<file path="src/rtl/aes_word_loader.sv">
// Stream adapter for an AES-128 core: packs 32-bit input words into key/plaintext,
// starts the core, waits (with timeout) for the result and streams the ciphertext out.
module aes_word_loader #(
    parameter int TIMEOUT = 64,
    parameter int TW      = 7
) (
    input  logic         clk,
    input  logic         reset_n,
    input  logic         s_valid,
    output logic         s_ready,
    input  logic [31:0]  s_data,
    input  logic         s_load_key,
    output logic         m_valid,
    input  logic         m_ready,
    output logic [31:0]  m_data,
    output logic         m_last,
    output logic         core_start,
    output logic [127:0] core_key,
    output logic [127:0] core_plaintext,
    input  logic [127:0] core_ciphertext,
    input  logic         core_done,
    input  logic         err_clear,
    output logic         busy,
    output logic         err_nokey,
    output logic         err_timeout
);

    typedef enum logic [2:0] {
        ST_IDLE,
        ST_LOAD_KEY,
        ST_LOAD_PT,
        ST_START,
        ST_WAIT,
        ST_UNLOAD
    } state_t;

    localparam logic [TW-1:0] TIMER_LAST = TW'(TIMEOUT - 1);

    state_t         state, state_nxt;
    logic [127:0]   key_q, pt_q, ct_q;
    logic           key_valid;
    logic [1:0]     cnt;
    logic [TW-1:0]  timer;
    logic           s_fire, m_fire, nokey_evt, timeout_evt;

    // Word 0 is the most significant 32 bits of every 128-bit quantity.
    function automatic logic [127:0] put_word(input logic [127:0] v, input logic [1:0] idx,
                                              input logic [31:0] w);
        logic [127:0] r;
        r = v;
        case (idx)
            2'd0:    r[127:96] = w;
            2'd1:    r[95:64]  = w;
            2'd2:    r[63:32]  = w;
            default: r[31:0]   = w;
        endcase
        return r;
    endfunction

    function automatic logic [31:0] get_word(input logic [127:0] v, input logic [1:0] idx);
        logic [31:0] r;
        case (idx)
            2'd0:    r = v[127:96];
            2'd1:    r = v[95:64];
            2'd2:    r = v[63:32];
            default: r = v[31:0];
        endcase
        return r;
    endfunction

    assign s_ready        = (state == ST_IDLE) || (state == ST_LOAD_KEY) || (state == ST_LOAD_PT);
    assign m_valid        = (state == ST_UNLOAD);
    assign m_data         = m_valid ? get_word(ct_q, cnt) : 32'h0;
    assign m_last         = m_valid && (cnt == 2'd3);
    assign core_start     = (state == ST_START);
    assign busy           = (state != ST_IDLE);
    assign core_key       = key_q;
    assign core_plaintext = pt_q;

    assign s_fire      = s_valid && s_ready;
    assign m_fire      = m_valid && m_ready;
    assign nokey_evt   = (state == ST_IDLE) && s_fire && !s_load_key && !key_valid;
    // A done in the final WAIT cycle takes priority over the timeout.
    assign timeout_evt = (state == ST_WAIT) && !core_done && (timer == TIMER_LAST);

    always_comb begin
        // NOTE: holding state by default means every path assigns state_nxt, so no latch is inferred.
        state_nxt = state;
        case (state)
            ST_IDLE: begin
                if (s_fire && s_load_key)     state_nxt = ST_LOAD_KEY;
                else if (s_fire && key_valid) state_nxt = ST_LOAD_PT;
            end
            ST_LOAD_KEY: if (s_fire && cnt == 2'd3) state_nxt = ST_LOAD_PT;
            ST_LOAD_PT:  if (s_fire && cnt == 2'd3) state_nxt = ST_START;
            ST_START:    state_nxt = ST_WAIT;
            ST_WAIT: begin
                if (core_done)        state_nxt = ST_UNLOAD;
                else if (timeout_evt) state_nxt = ST_IDLE;
            end
            ST_UNLOAD:   if (m_fire && cnt == 2'd3) state_nxt = ST_IDLE;
            default:     state_nxt = ST_IDLE;
        endcase
    end

    // NOTE: registers use non-blocking assignments so every update sees pre-edge values.
    always_ff @(posedge clk or negedge reset_n) begin
        if (!reset_n) begin
            state       <= ST_IDLE;
            key_q       <= '0;
            pt_q        <= '0;
            ct_q        <= '0;
            key_valid   <= 1'b0;
            cnt         <= 2'd0;
            timer       <= '0;
            err_nokey   <= 1'b0;
            err_timeout <= 1'b0;
        end else begin
            state <= state_nxt;
            case (state)
                ST_IDLE: begin
                    if (s_fire && s_load_key) begin
                        key_q <= put_word(key_q, 2'd0, s_data);
                        cnt   <= 2'd1;
                    end else if (s_fire && key_valid) begin
                        pt_q  <= put_word(pt_q, 2'd0, s_data);
                        cnt   <= 2'd1;
                    end
                end
                ST_LOAD_KEY: begin
                    if (s_fire) begin
                        key_q <= put_word(key_q, cnt, s_data);
                        cnt   <= cnt + 2'd1;
                        if (cnt == 2'd3) key_valid <= 1'b1;
                    end
                end
                ST_LOAD_PT: begin
                    if (s_fire) begin
                        pt_q <= put_word(pt_q, cnt, s_data);
                        cnt  <= cnt + 2'd1;
                    end
                end
                ST_START: timer <= '0;
                ST_WAIT: begin
                    if (core_done) begin
                        ct_q <= core_ciphertext;
                        cnt  <= 2'd0;
                    end else begin
                        timer <= timer + 1'b1;
                    end
                end
                ST_UNLOAD: if (m_fire) cnt <= cnt + 2'd1;
                default: ;
            endcase

            if (nokey_evt)      err_nokey <= 1'b1;
            else if (err_clear) err_nokey <= 1'b0;

            if (timeout_evt)    err_timeout <= 1'b1;
            else if (err_clear) err_timeout <= 1'b0;
        end
    end

endmodule

</file>
<file path="config.mk">
export PLATFORM = sky130hd
export DESIGN_NAME = aes_word_loader
export DESIGN_NICKNAME = d
export VERILOG_FILES = /design/src/rtl/aes_word_loader.sv
export SDC_FILE = /design/constraint.sdc
export NUM_CORES = 1
export LEC_CHECK = 0
export ABC_CLOCK_PERIOD_IN_PS = 4130
export BUFFER_PORTS_ARGS = -buffer_cell sky130_fd_sc_hd__buf_4
export CAP_MARGIN = 20
export CELL_PAD_IN_SITES_DETAIL_PLACEMENT = 0
export CELL_PAD_IN_SITES_GLOBAL_PLACEMENT = 2
export CORE_MARGIN = 2
export CORE_UTILIZATION = 23
export CTS_CLUSTER_DIAMETER = 120
export CTS_CLUSTER_SIZE = 10
export DETAILED_ROUTE_END_ITERATION = 7
export PLACE_DENSITY_LB_ADDON = 0.1
export SLEW_MARGIN = 15
export SYNTH_ARGS = -nofsm -noshare
export SYNTH_HDL_FRONTEND = slang
export SYNTH_SLANG_ARGS = --single-unit
</file>
<file path="constraint.sdc">
create_clock -name clk -period 4.13 [get_ports clk]
set_input_delay 0.826 -clock clk [delete_from_list [all_inputs] [get_ports clk]]
set_output_delay 0.826 -clock clk [all_outputs]
set_load 0.01 [all_outputs]
</file>
### Yosys cells after proc, flatten, opt, wreduce, memory -nomap -nowiden

Index checks and enable logic that the tools add are counted.

| storage, ports and cells | value |
|---|---|
| bits in writable memories | 0 |
| bits in latches | 0 |
| logic and storage cells | 116 |
| bits in read-only memories | 0 |
| memories kept | 0 |
| flip-flop bits (word level) | 399 |

| operators by class | value |
|---|---|
| order comparisons | 0 |
| reduce and logical (&&, ||, !) cells | 41 |
| equality and inequality tests | 25 |
| mux-type cells | 31 |
| shifts and indexed selects | 0 |
| div/mod/pow operators | 0 |
| bitwise gates (word level) | 2 |
| add/subtract/negate cells | 2 |
| multipliers | 0 |

Operators with widths:

| kind | count |
|---|---|
| 2-to-1 mux 128 bit | 4 |
| one-hot mux 128 bit (2 select lines) | 2 |
| 2-to-1 mux 32 bit | 5 |
| one-hot mux 32 bit (3 select lines) | 1 |
| AND reduction 4 bit | 7 |
| 2-to-1 mux 3 bit | 7 |
| != test 2 x 1 -> 1 bit, second input constant | 9 |
| one-hot mux 3 bit (6 select lines) | 1 |
| AND reduction 5 bit | 3 |
| one-hot mux 7 bit (2 select lines) | 1 |
| logical AND 1 bit | 12 |
| 2-to-1 mux 2 bit | 5 |
| != test 2 bit, second input constant | 5 |
| nonzero test 2 bit | 5 |
| one-hot mux 2 bit (4 select lines) | 1 |
| adder 7 x 1 -> 7 bit, second input constant | 1 |
| equality test 7 x 6 -> 1 bit, second input constant | 1 |
| 2-to-1 mux 7 bit | 1 |
| equality test 3 x 2 -> 1 bit, second input constant | 2 |
| equality test 3 bit, second input constant | 2 |
| equality test 2 bit, second input constant | 2 |
| AND reduction 2 bit | 2 |
| nonzero test 4 bit | 1 |
| equality test 3 x 1 -> 1 bit, second input constant | 1 |
| 14 further kinds | 20 |

### Logic depth before layout (Yosys ltp)

| logic depth | value |
|---|---|
| depth in word-level cells | 8 |
| gate-level depth with buffers | 8 |
| mapped depth without buffers | 6 |

### Worst setup path after synthesis

OpenSTA, ideal clock, no wires.

| timing path | value |
|---|---|
| path kind | reg-to-output |
| start point | register cnt[0] |
| end point | output port m_data[4] |
| path buffers | 2 |
| cell stages (with the launch flop) | 9 |
| data arrival time | 1.554 ns |
| data required time | 3.304 ns |
| setup slack | 1.750 ns |
| cell sequence | dfrtp_1 inv_1 ha_1 clkbuf_1 clkbuf_1 a222oi_1 nor2_1 a21oi_1 nor2_1 |

| between the ends | value |
|---|---|
| word-level cells in the longest chain between the ends | 3 |
| elaborated cells on any way between the ends | 5 |
| classes of those cells | eq/ne (2); mux (2); reduce/logical (1) |

Ends and longest elaborated chain:

| item | RTL line | text |
|---|---|---|
| from (decl) | 42 | `logic [1:0] cnt;` |
| from (signal assigned) | 133 | `cnt <= cnt + 2'd1;` |
| from (signal assigned) | 140 | `cnt <= cnt + 2'd1;` |
| from (signal assigned) | 152 | `ST_UNLOAD: if (m_fire) cnt <= cnt + 2'd1;` |
| equality test 2 bit, or another cell as far along | 62 | `case (idx)` |
| one-hot mux 32 bit (3 select lines) * | 62 |  |
| 2-to-1 mux 32 bit * | 73 | `assign m_data = m_valid ? get_word(ct_q, cnt) : 32'h0;` |
| to (decl) | 15 | `output logic [31:0] m_data,` |

Mark *: on every way between the ends. The rest lies on a longest branch, timed or not.

### Worst setup path after layout

| timing path | value |
|---|---|
| start point | register cnt[0] |
| end point | output port m_data[28] |

The elaborated chain is that of the path after synthesis.

==> impl_metrics.tcl <==
set metrics [dict create \
    status "complete, no violations" \
    vias 10680 \
    swShare 0.3307 \
    intPower_mw 11.24 \
    grt_pass1_wl_um 81600 \
    tightest_slew_ns 1.052 \
    synth_edf_count 0 \
    crit_arrival_ns 2.64 \
    ys_warn_count 0 \
    total_leakage_power_nw 10.19 \
    dp_slack_ns 0.9166 \
    synth_common_cells "399 x dfrtp_1, 372 x mux2_2, 75 x nor2_1, 40 x buf_2, 36 x a21oi_1" \
    fin_crit_ns 3.465 \
    r2r_cells 4 \
    cap_viol_max_count 0 \
    pwr-share-comb 0.387 \
    portBuffers 461 \
    slew_headroom 0.2988 \
    power_frac_clock 0.209 \
    yosysMostFrequentCell "dfrtp_1" \
    fillers 6920 \
    grt_pass1_vias 11450 \
    clock_skew_ns 0.01368 \
    insertion_delay_ns 0.57 \
    power.density_nw_per_um2 772.0 \
    cts_setup_buffers 0 \
    syn_area_per_cell_um2 14.86 \
    cts.clk_slew.worst_paths_ns 0.06 \
    cp-start-kind "flip-flop" \
    setup_tns_ns 0 \
    worstSetupPathType "reg2out" \
    dp_hpwl_um 39360 \
    drt_wl_total_um 55860 \
    cts_resized 0 \
    syn_inst 1073 \
    die_x_um 267.3 \
    fmax_mhz 288.6 \
    antenna_found_initial 5 \
    finish.utilization 0.3171 \
    ys_types 39 \
    fin_nets 1711 \
    htree_levels 2 \
    end_kind "output port" \
    via_per_inst 4.320 \
    die_area_um2 71450 \
    worst_hold_path_type "in2async" \
    ir_drop_v 0.0003027 \
    avgRoutedWirePerCell_um 22.59 \
    numCtsBuffers 45 \
    ctsHoldBuffers 0 \
    place_congestion 0.7351 \
    grt_usage 0.1552 \
    cp.required_ns 3.30 \
    initial_core_util 0.2325 \
    total_power_mw 16.79 \
    drive_above_1_share 0.5968 \
    synth-seq-cells 399 \
    drv_slew 0 \
    cts_buffer_depth 3 \
    yosysSeqAreaShare 0.6261 \
    core_area_um2 68590 \
    cts_root_buffer "clkbuf_16" \
    async_flop_share 1.000 \
    drcViolationCount 0 \
    cts_sinks 399 \
    yosys.area.top_type "dfrtp_1" \
    post-route-period-util 0.8390 \
    hold_viol 0 \
    io_pins 462 \
    grt_max_degree 85 \
    power.switching_mw 5.552 \
    synth-main-ff-cell "dfrtp_1" \
    die_h_um 267.3 \
    ys_top_cells_by_area "dfrtp_1 63%, mux2_2 26%, a222oi_1 2.0%" \
    synthesis.area_um2 15950 \
    synth_top_area_share 0.6261 \
    setup_ws_ns 0.6648 \
    finalSetupViolCount 0 \
    drt-initial-drc-count 384 \
    syn-num-nets 1245 \
    tritoncts "built" \
    p_seq_frac 0.404 \
    rsz0062_at_grt "no" \
    area_delta_synth_final_pct 36.40 \
    ant_nets 0 \
    grt_overflow 0 \
    cp_max_fo 29 \
    rows 96 \
    drt_pass1_iterations 7 \
]
-- path summary, 6_finish.rpt --
| path | start | endpoint | slack (ns) |
|---|---|---|---|
| min in group clk | err_clear | err_nokey | 0.48 |
| worst max register to register | state[1] | core_plaintext[28] | 1.41 |
| worst min register to register | core_plaintext[101] | core_plaintext[101] | 0.48 |
| max in group asynchronous | reset_n | core_plaintext[45] | 2.88 |
| worst min-delay path | reset_n | ct_q[6] | 0.22 |
| worst max-delay path | cnt[0] | m_data[28] | 0.66 |
-- sequential cells by signal, summed over array words and instances (netlist names) --
name	flops
err_nokey	1
timer	7
ct_q	128
cnt	2
err_timeout	1
key_valid	1
core_key	128
core_plaintext	128
state	3
-- layout by cell type, fill, tap and decap left out, types with 2 or more instances in the layout --
master and instances:
buf_4 479, dfrtp_1 399, mux2_2 372, nor2_1 75, clkbuf_16 46, a21oi_1 36, a222oi_1 32, mux2_1 12
inv_1 8, nand2_1 7, nand2_2 6, o21ai_0 6, buf_12 6, nand2b_1 5, mux2i_1 5, xor2_1 4
ha_1 4, and3_1 3, o22ai_1 3, diode_2 2, nor2b_1 2, a22oi_1 2, nor3b_1 2, nand3_1 2
or3_1 2, buf_8 2
-- power by group through the flow --
stage | sequential (mW) | combinational [mW] | clock [mW]
finish | 6.79 | 6.50 | 3.50
global placement | 6.84 | 6.60 | 0
global route | 7.05 | 7.04 | 3.83
floorplan | 7.17 | 2.79 | 0
CTS | 6.82 | 6.69 | 3.69
detailed placement | 6.87 | 6.69 | 0
-- area by class of cell --
type | count | area, um2 | area share
Antenna cell | 2 | 5.005 | 0.0002301
Clock buffer | 47 | 1155 | 0.05309
Clock inverter | 1 | 16.27 | 0.0007478
Inverter | 8 | 30.03 | 0.001381
Multi-Input combinational cell | 598 | 5649 | 0.2597
Sequential cell | 399 | 9985 | 0.4590
Tap cell | 931 | 1165 | 0.05356
Timing Repair Buffer | 487 | 3746 | 0.1722
-- metrics by stage --
stage,hold WS [ns],area (um2),std cells
6_report,0.2207,21750,2473
5_1_grt,0.2313,21750,2471
4_1_cts,0.2119,21750,2471
3_5_place_dp,0.4775,20570,2423
3_3_place_gp,0.4763,20560,2422
2_1_floorplan,0.4575,15950,1073
-- routing by layer --
metal  global-route usage  wire length, um  up-vias
met5                    0               60        -
met4              0.04692             1359        8
met3              0.05140             4294       81
met2               0.2561            26930      298
met1               0.1918            23220     5510
li1                     -                -     4786
-- cell families (layout without fill, tap and decap cells) --
family | Yosys count | in the layout | share of synthesized area
buffers and inverters | 76 | 543 | 0.02150
adder cells (fa/ha/maj) | 5 | 5 | 0.003923
AND/OR/NAND/NOR | 113 | 113 | 0.03217
other | 0 | 2 | 0
flip-flops | 399 | 399 | 0.6261
XOR/XNOR | 4 | 4 | 0.002197
AO/OA/AOI/OAI | 87 | 87 | 0.03978
multiplexers | 389 | 389 | 0.2743
-- critical path: stages (launching register included) --
cell,delay (ns)
dfrtp_1,0.41
inv_1,0.14
ha_1,0.35
buf_4,0.46
a222oi_1,0.17
nor2_1,0.21
a21oi_1,0.06
nor2_1,0.13
buf_4,0.14
No activity file was read; power rests on OpenSTA's default activity.
